<file path="config.mk">
export PLATFORM = sky130hd
export DESIGN_NAME = frame_buffer_ctrl
export DESIGN_NICKNAME = d
export VERILOG_FILES = /design/src/rtl/frame_buffer_ctrl.sv
export SDC_FILE = /design/constraint.sdc
export NUM_CORES = 1
export LEC_CHECK = 0
export BUFFER_PORTS_ARGS = -buffer_cell sky130_fd_sc_hd__buf_2
export CAP_MARGIN = 25
export CELL_PAD_IN_SITES_DETAIL_PLACEMENT = 0
export CELL_PAD_IN_SITES_GLOBAL_PLACEMENT = 1
export CORE_ASPECT_RATIO = 0.5
export CORE_UTILIZATION = 30
export DETAILED_ROUTE_END_ITERATION = 10
export GPL_TIMING_DRIVEN = 0
export PLACE_DENSITY = 0.7
export SETUP_SLACK_MARGIN = 0.3
export SLEW_MARGIN = 20
export SYNTH_ARGS = -nofsm -noshare
export SYNTH_HDL_FRONTEND = slang
export SYNTH_SLANG_ARGS = --single-unit
export TNS_END_PERCENT = 50
</file>
<file path="constraint.sdc">
create_clock -name S_AXI_ACLK -period 1.6 [get_ports S_AXI_ACLK]
set_input_delay 0.32 -clock S_AXI_ACLK [delete_from_list [all_inputs] [get_ports S_AXI_ACLK]]
set_output_delay 0.32 -clock S_AXI_ACLK [all_outputs]
set_load 0.01 [all_outputs]
</file>
<file path="src/rtl/frame_buffer_ctrl.sv">
// Double-buffered framebuffer base-address controller with an AXI4-Lite register slave.
// A requested swap is applied only on the end-of-frame pulse, so the reader never tears mid-frame.
module frame_buffer_ctrl #(
    parameter int          C_S_AXI_DATA_WIDTH = 32,
    parameter int          C_S_AXI_ADDR_WIDTH = 4,
    parameter logic [31:0] RESET_BASE_ADDR    = 32'h0010_8078
) (
    input  logic                              S_AXI_ACLK,
    input  logic                              S_AXI_ARESETN,
    input  logic [C_S_AXI_ADDR_WIDTH-1:0]     S_AXI_AWADDR,
    input  logic [2:0]                        S_AXI_AWPROT,
    input  logic                              S_AXI_AWVALID,
    output logic                              S_AXI_AWREADY,
    input  logic [C_S_AXI_DATA_WIDTH-1:0]     S_AXI_WDATA,
    input  logic [C_S_AXI_DATA_WIDTH/8-1:0]   S_AXI_WSTRB,
    input  logic                              S_AXI_WVALID,
    output logic                              S_AXI_WREADY,
    output logic [1:0]                        S_AXI_BRESP,
    output logic                              S_AXI_BVALID,
    input  logic                              S_AXI_BREADY,
    input  logic [C_S_AXI_ADDR_WIDTH-1:0]     S_AXI_ARADDR,
    input  logic [2:0]                        S_AXI_ARPROT,
    input  logic                              S_AXI_ARVALID,
    output logic                              S_AXI_ARREADY,
    output logic [C_S_AXI_DATA_WIDTH-1:0]     S_AXI_RDATA,
    output logic [1:0]                        S_AXI_RRESP,
    output logic                              S_AXI_RVALID,
    input  logic                              S_AXI_RREADY,
    input  logic                              end_of_frame,
    output logic [31:0]                       base_addr,
    output logic                              swap_irq
);

    localparam logic [1:0] REG_CTRL   = 2'd0;
    localparam logic [1:0] REG_BACK   = 2'd1;
    localparam logic [1:0] REG_FRONT  = 2'd2;
    localparam logic [1:0] REG_STATUS = 2'd3;

    logic        awready_q, awready_d;
    logic        bvalid_q, bvalid_d;
    logic        arready_q, arready_d;
    logic        rvalid_q, rvalid_d;
    logic [31:0] rdata_q, rdata_d;
    logic [31:0] base_q, base_d;
    logic [31:0] back_q, back_d;
    logic        pending_q, pending_d;
    logic        irq_en_q, irq_en_d;
    logic        irq_flag_q, irq_flag_d;
    logic [15:0] cnt_q, cnt_d;
    logic        swap_irq_q, swap_irq_d;

    logic        wr_en_s, rd_en_s, swap_s;
    logic        ctrl_wr_s, back_wr_s, stat_wr_s;
    logic [31:0] rd_mux_s;
    logic        unused_s;

    assign unused_s = ^{S_AXI_AWPROT, S_AXI_ARPROT, S_AXI_AWADDR, S_AXI_ARADDR};

    // Byte-lane merge for BACK_ADDR writes; the address stays word aligned.
    function automatic logic [31:0] merge_word(input logic [31:0] old_w,
                                               input logic [31:0] new_w,
                                               input logic [3:0]  strb);
        logic [31:0] res;
        res = old_w;
        for (int b = 0; b < 4; b++) begin
            if (strb[b]) begin
                res[8*b +: 8] = new_w[8*b +: 8];
            end else begin
                res[8*b +: 8] = old_w[8*b +: 8];
            end
        end
        res[1:0] = 2'b00;
        return res;
    endfunction

    // Handshakes, register read mux and frame/swap next-state logic.
    always_comb begin
        wr_en_s   = awready_q & S_AXI_AWVALID & S_AXI_WVALID;
        rd_en_s   = arready_q & S_AXI_ARVALID;
        swap_s    = end_of_frame & pending_q;
        ctrl_wr_s = wr_en_s & (S_AXI_AWADDR[3:2] == REG_CTRL)   & S_AXI_WSTRB[0];
        back_wr_s = wr_en_s & (S_AXI_AWADDR[3:2] == REG_BACK);
        stat_wr_s = wr_en_s & (S_AXI_AWADDR[3:2] == REG_STATUS) & S_AXI_WSTRB[0];

        case (S_AXI_ARADDR[3:2])
            REG_CTRL:   rd_mux_s = {30'd0, irq_en_q, pending_q};
            REG_BACK:   rd_mux_s = back_q;
            REG_FRONT:  rd_mux_s = base_q;
            REG_STATUS: rd_mux_s = {cnt_q, 15'd0, irq_flag_q};
            default:    rd_mux_s = 32'd0;
        endcase

        if (S_AXI_AWVALID && S_AXI_WVALID && !bvalid_q && !awready_q) begin
            awready_d = 1'b1;
        end else begin
            awready_d = 1'b0;
        end

        if (wr_en_s) begin
            bvalid_d = 1'b1;
        end else if (S_AXI_BREADY) begin
            bvalid_d = 1'b0;
        end else begin
            bvalid_d = bvalid_q;
        end

        if (S_AXI_ARVALID && !rvalid_q && !arready_q) begin
            arready_d = 1'b1;
        end else begin
            arready_d = 1'b0;
        end

        if (rd_en_s) begin
            rvalid_d = 1'b1;
            rdata_d  = rd_mux_s;
        end else if (S_AXI_RREADY) begin
            rvalid_d = 1'b0;
            rdata_d  = rdata_q;
        end else begin
            rvalid_d = rvalid_q;
            rdata_d  = rdata_q;
        end

        if (end_of_frame) begin
            cnt_d = cnt_q + 16'd1;
        end else begin
            cnt_d = cnt_q;
        end

        // A request landing on the swap frame itself is held for the next frame.
        if (ctrl_wr_s && S_AXI_WDATA[0]) begin
            pending_d = 1'b1;
        end else if (swap_s) begin
            pending_d = 1'b0;
        end else begin
            pending_d = pending_q;
        end

        if (ctrl_wr_s) begin
            irq_en_d = S_AXI_WDATA[1];
        end else begin
            irq_en_d = irq_en_q;
        end

        if (swap_s) begin
            irq_flag_d = 1'b1;
        end else if (stat_wr_s && S_AXI_WDATA[0]) begin
            irq_flag_d = 1'b0;
        end else begin
            irq_flag_d = irq_flag_q;
        end

        if (swap_s) begin
            base_d = back_q;
            back_d = base_q;
        end else if (back_wr_s && !pending_q) begin
            base_d = base_q;
            back_d = merge_word(back_q, S_AXI_WDATA[31:0], S_AXI_WSTRB[3:0]);
        end else begin
            base_d = base_q;
            back_d = back_q;
        end

        swap_irq_d = irq_flag_q & irq_en_q;
    end

    // State registers.
    always_ff @(posedge S_AXI_ACLK or negedge S_AXI_ARESETN) begin
        if (!S_AXI_ARESETN) begin
            awready_q  <= 1'b0;
            bvalid_q   <= 1'b0;
            arready_q  <= 1'b0;
            rvalid_q   <= 1'b0;
            rdata_q    <= 32'd0;
            base_q     <= RESET_BASE_ADDR;
            back_q     <= RESET_BASE_ADDR;
            pending_q  <= 1'b0;
            irq_en_q   <= 1'b0;
            irq_flag_q <= 1'b0;
            cnt_q      <= 16'd0;
            swap_irq_q <= 1'b0;
        end else begin
            awready_q  <= awready_d;
            bvalid_q   <= bvalid_d;
            arready_q  <= arready_d;
            rvalid_q   <= rvalid_d;
            rdata_q    <= rdata_d;
            base_q     <= base_d;
            back_q     <= back_d;
            pending_q  <= pending_d;
            irq_en_q   <= irq_en_d;
            irq_flag_q <= irq_flag_d;
            cnt_q      <= cnt_d;
            swap_irq_q <= swap_irq_d;
        end
    end

    assign S_AXI_AWREADY = awready_q;
    assign S_AXI_WREADY  = awready_q;
    assign S_AXI_BRESP   = 2'b00;
    assign S_AXI_BVALID  = bvalid_q;
    assign S_AXI_ARREADY = arready_q;
    assign S_AXI_RDATA   = rdata_q;
    assign S_AXI_RRESP   = 2'b00;
    assign S_AXI_RVALID  = rvalid_q;
    assign base_addr     = base_q;
    assign swap_irq      = swap_irq_q;

endmodule

</file>
==> results.md <==
- The power per cell area is 1351 nW/µm².
- The number of I/O pins is 132.
- On the final layout, the worst clock skew is 0.007484 ns.
- Entering global routing, the biggest net connects 71 pins.
- The slowest stage of the critical path belongs to the cell sky130_fd_sc_hd__dfrtp_2.
- The clock latency on the worst-skew pair is 0.42 ns.
- Counting every sink on the clock net gives 120.
- The fraction of power spent switching nets is 27.80%.
- In the post-synthesis netlist, the cell with the most instances is sky130_fd_sc_hd__dfrtp_1.
- The worst setup path category is flip-flop to output pin.
- The capturing element type of the critical path is an output pin.
- The max-slew violation count was 0.
- The count of nets left with antenna violations once routing finished came out at 0.
- Walking the worst path, the cells encountered are buf_4 > buf_6 > buf_6.
- The worst-path maximum fanout is 4.
- The HPWL after detailed placement is 10.25 mm.
- Combinational logic is responsible for 18.3% of the overall power.
- The wire length of the first global-routing pass is 23.36 mm.
- Summed over all instances, the cell type with the most area after synthesis is sky130_fd_sc_hd__dfrtp_1.
- The final setup slack of the worst path is 0.06512 ns.
- The run finished with clean final reports.
- In this run the register-to-register setup slack is 0.11 ns.
- The synthesized netlist occupies a cell area of 5398 µm².
- Global routing finished with a remaining overflow of 0.
- The sequential share of power is 41.1%.
- The share of the yosys chip area belonging to registers is 55.91%.
- The number of detailed-routing iterations run before antenna repair is 4.
- After filler insertion, the fill cell instance count of the layout stands at 1686.
- The number of register bits inferred by synthesis is 120.
- The routed wirelength normalized by instance count is 17.03 µm.
- The tool flagged a number of max-cap violations equal to 0.
- The post-route minimum period is 1.535 ns.
- After technology mapping, the gate count stands at 464.
- The synthesis-to-finish area growth is 37.71%.
- Yosys attributes the largest share of cell area to sky130_fd_sc_hd__dfrtp_1 50%, sky130_fd_sc_hd__mux2_2 11%, sky130_fd_sc_hd__dfstp_2 5.8%.
- The floorplan step defined a core boundary enclosing 17480 µm².
- In this run the worst hold path is classified as primary input to flip-flop.
- Setup repair after global routing could not meet its margin everywhere.
- The count of port buffers added during placement is 115.
- In the synthesized netlist the async set-or-reset flop fraction comes to 100.0%.
- The total die area is 18570 µm².
- The number of enable flip-flop cells after synthesis is 0.
- The delay of the slowest cell on the worst path is 0.44 ns.
- The commonest cells after synthesis are 108 x sky130_fd_sc_hd__dfrtp_1, 51 x sky130_fd_sc_hd__mux2_2, 44 x sky130_fd_sc_hd__nand2_1.
- In this run, the clock network consumes 40.6% of the power.
- The final route contains 4146 vias.
- The initial antenna violation count is 0.
- Once layout is complete, the utilization of the core stands at 42.51%.
- The total inserted antenna cells is 0.
- Timing analysis after detailed placement gives a worst setup slack of -0.2599 ns.
- After detailed routing, the number of remaining DRC violations is 0.
- The commonest register cell after synthesis is sky130_fd_sc_hd__dfrtp_1.
- The remaining max-slew budget at the tightest pin is 59.89%.
- The clock transition at the registers of the reported paths is 0.06 ns.
- The all-layer global routing usage is 16.66%.
- The share of post-route cells with drive strength above 1 is 47.12%.
- The final wirelength is 14.94 mm.
- The top cell type by area accounts for 50.07% of the synthesized area.
- The initial utilization of the core area, before any placement, comes to 30.87%.
- The sum of buffers and inverters on the critical path is 3.
- The net switching power is 0.002791 W.
- The total count of hold-check failures in the final report is 0.
- The fraction of the cycle the final worst path needs is 95.93%.
- A synthesized cell averages 11.63 µm².
- The net total in the final layout is 689.
- On the critical path the largest part of the delay comes from flip-flops.
- Buffers inserted during clock tree synthesis total 17.
- The maximum vdd ir drop is 0.0006374 V.
- STA puts the critical path data arrival time at 1.21 ns.
- The die is 191.7 µm wide.
- The analysis attributes to cell leakage a power of 3.566 nW.
- Yosys mapped the design onto 32 distinct sky130hd cell types.
- CTS built an H-tree with a depth of 4.
- The vertical die dimension is 96.85 µm.
- The cell sitting at the root of the clock tree is a sky130_fd_sc_hd__clkbuf_16.
- The Yosys step of the flow raised 0 warnings.
- The final RePlAce weighted congestion is 0.7414.
- The via count of the first global-routing pass was 4186.
- STA puts the critical path data required time at 1.28 ns.
- The internal power is 0.007248 W.
- The average vias per placed instance is 4.727.
- The number of endpoints failing setup at the final stage is 0.
- The most repeated library cell on the critical path is sky130_fd_sc_hd__buf_6.
- The maximum clock path buffer count is 2.
- For the pin with the worst max-slew slack, the measured transition is 0.6017 ns.
- The standard-cell row count is 34.
- TritonCTS built the clock tree.
- STA classifies the critical path startpoint as a flip-flop.
- In this run, the number of DRC markers left after iteration 0 of detailed routing was 178.
- Static timing analysis puts the maximum clock frequency at 0.6515 GHz.
worst register-to-register path, stage by stage (launching register included):
cell and delay [ns]:
sky130_fd_sc_hd__dfrtp_2 0.40, sky130_fd_sc_hd__nand4_4 0.16, sky130_fd_sc_hd__nor4b_4 0.25, sky130_fd_sc_hd__buf_6 0.21
sky130_fd_sc_hd__mux2i_2 0.27, sky130_fd_sc_hd__a21oi_2 0.07
cell type report:
| class | count | area, µm² | share of cell area (%) |
|---|---|---|---|
| Buffer | 34 | 301.5 | 4.057 |
| Clock buffer | 17 | 425.4 | 5.723 |
| Clock inverter | 15 | 200.2 | 2.693 |
| Inverter | 4 | 15.01 | 0.2020 |
| Multi-Input combinational cell | 309 | 2292 | 30.84 |
| Sequential cell | 120 | 3023 | 40.67 |
| Tap cell | 234 | 292.8 | 3.939 |
| Timing Repair Buffer | 144 | 883.3 | 11.88 |
per-stage QoR:
stage	std cells	hold WS (ns)	power [W]	cell area [µm²]	setup TNS, ns
2_1_floorplan	467	0.02441	0.004986	5410	0
3_3_place_gp	816	0.4318	0.005628	6279	-164.11
3_5_place_dp	817	0.3053	0.005700	6312	-6.441
4_1_cts	858	0.08602	0.009816	7132	0
5_1_grt	877	0.09423	0.01053	7433	0
6_report	877	0.09599	0.01004	7433	0
per-layer routing:
layer  GRT usage (%)  up-vias  routed length, µm
met4           5.311        0                153
met1           22.18     2102               6951
met3           4.100       15                561
met5               0        -                  0
li1                -     1973                  -
met2           26.52       56               7269
layout by cell type (no fill, tap or decap), types with 5 or more instances in the layout:
master / synthesis / final
sky130_fd_sc_hd__a21oi_1: 21 / 21
sky130_fd_sc_hd__xnor2_1: 10 / 10
sky130_fd_sc_hd__nor2_1: 35 / 32
sky130_fd_sc_hd__mux2_2: 51 / 50
sky130_fd_sc_hd__o21ai_0: 37 / 37
sky130_fd_sc_hd__nand3_1: 7 / 6
sky130_fd_sc_hd__dfstp_2: 12 / 12
sky130_fd_sc_hd__clkbuf_16: 0 / 17
sky130_fd_sc_hd__buf_6: 3 / 19
sky130_fd_sc_hd__mux2i_1: 31 / 27
sky130_fd_sc_hd__dfrtp_1: 108 / 104
sky130_fd_sc_hd__nand4_1: 6 / 6
sky130_fd_sc_hd__a22oi_1: 30 / 30
sky130_fd_sc_hd__a21oi_2: 10 / 10
sky130_fd_sc_hd__nand2_1: 44 / 42
sky130_fd_sc_hd__buf_4: 6 / 30
sky130_fd_sc_hd__xor2_1: 5 / 5
sky130_fd_sc_hd__buf_2: 14 / 113
worst paths after layout:
| path | endpoint | depth (start not counted) | start |
|---|---|---|---|
| min reg2reg | S_AXI_AWREADY$_DFF_PN0_ | 1 | S_AXI_BVALID$_DFFE_PN0P_ |
| max in group asynchronous | S_AXI_AWREADY$_DFF_PN0_ | 3 | S_AXI_ARESETN |
| max reg2reg | back_q[25]$_DFFE_PN0P_ | 5 | S_AXI_AWREADY$_DFF_PN0_ |
| min | S_AXI_BVALID$_DFFE_PN0P_ | 2 | S_AXI_BREADY |
| min in group asynchronous | base_addr[14]$_DFFE_PN0P_ | 2 | S_AXI_ARESETN |
| max | S_AXI_AWREADY | 3 | S_AXI_AWREADY$_DFF_PN0_ |
kinds of logic after synthesis:
kind of cell               share of synthesized area, %
adders and majority gates                        0.2318
buffers and inverters                             3.801
other                                           0.06947
muxes                                             16.81
AOI/OAI and AO/OA                                 11.17
xor gates and xnor gates                          2.434
and+or+nand+nor                                   9.574
DFF                                               55.91
what timing repair did:
action | in CTS | in global routing
hold buffers | 1 | 0
hold endpoints to repair | 40 | 0
pin swaps | 7 | 5
gates resized for setup | 38 | 43
endpoints found under the setup margin | 128 | 141
buffers inserted | 8 | 19
power by group through the flow:
| stage | sequential (W) | clock (W) | combinational (W) |
|---|---|---|---|
| 3_3_place_gp | 0.00415 | 0 | 0.00148 |
| 2_1_floorplan | 0.00418 | 0 | 0.000803 |
| 3_5_place_dp | 0.00418 | 0 | 0.00152 |
| 4_1_cts | 0.00414 | 0.00413 | 0.00155 |
| 6_report | 0.00413 | 0.00407 | 0.00184 |
| 5_1_grt | 0.00421 | 0.00428 | 0.00203 |
flip-flops by register name, summed over array words and instances (netlist names):
register       cells
S_AXI_RVALID       1
back_q            32
swap_irq           1
pending_q          1
irq_flag_q         1
irq_en_q           1
S_AXI_BVALID       1
S_AXI_RDATA       32
base_addr         32
S_AXI_ARREADY      1
S_AXI_AWREADY      1
cnt_q             16
(Power assumes the default switching activity.)
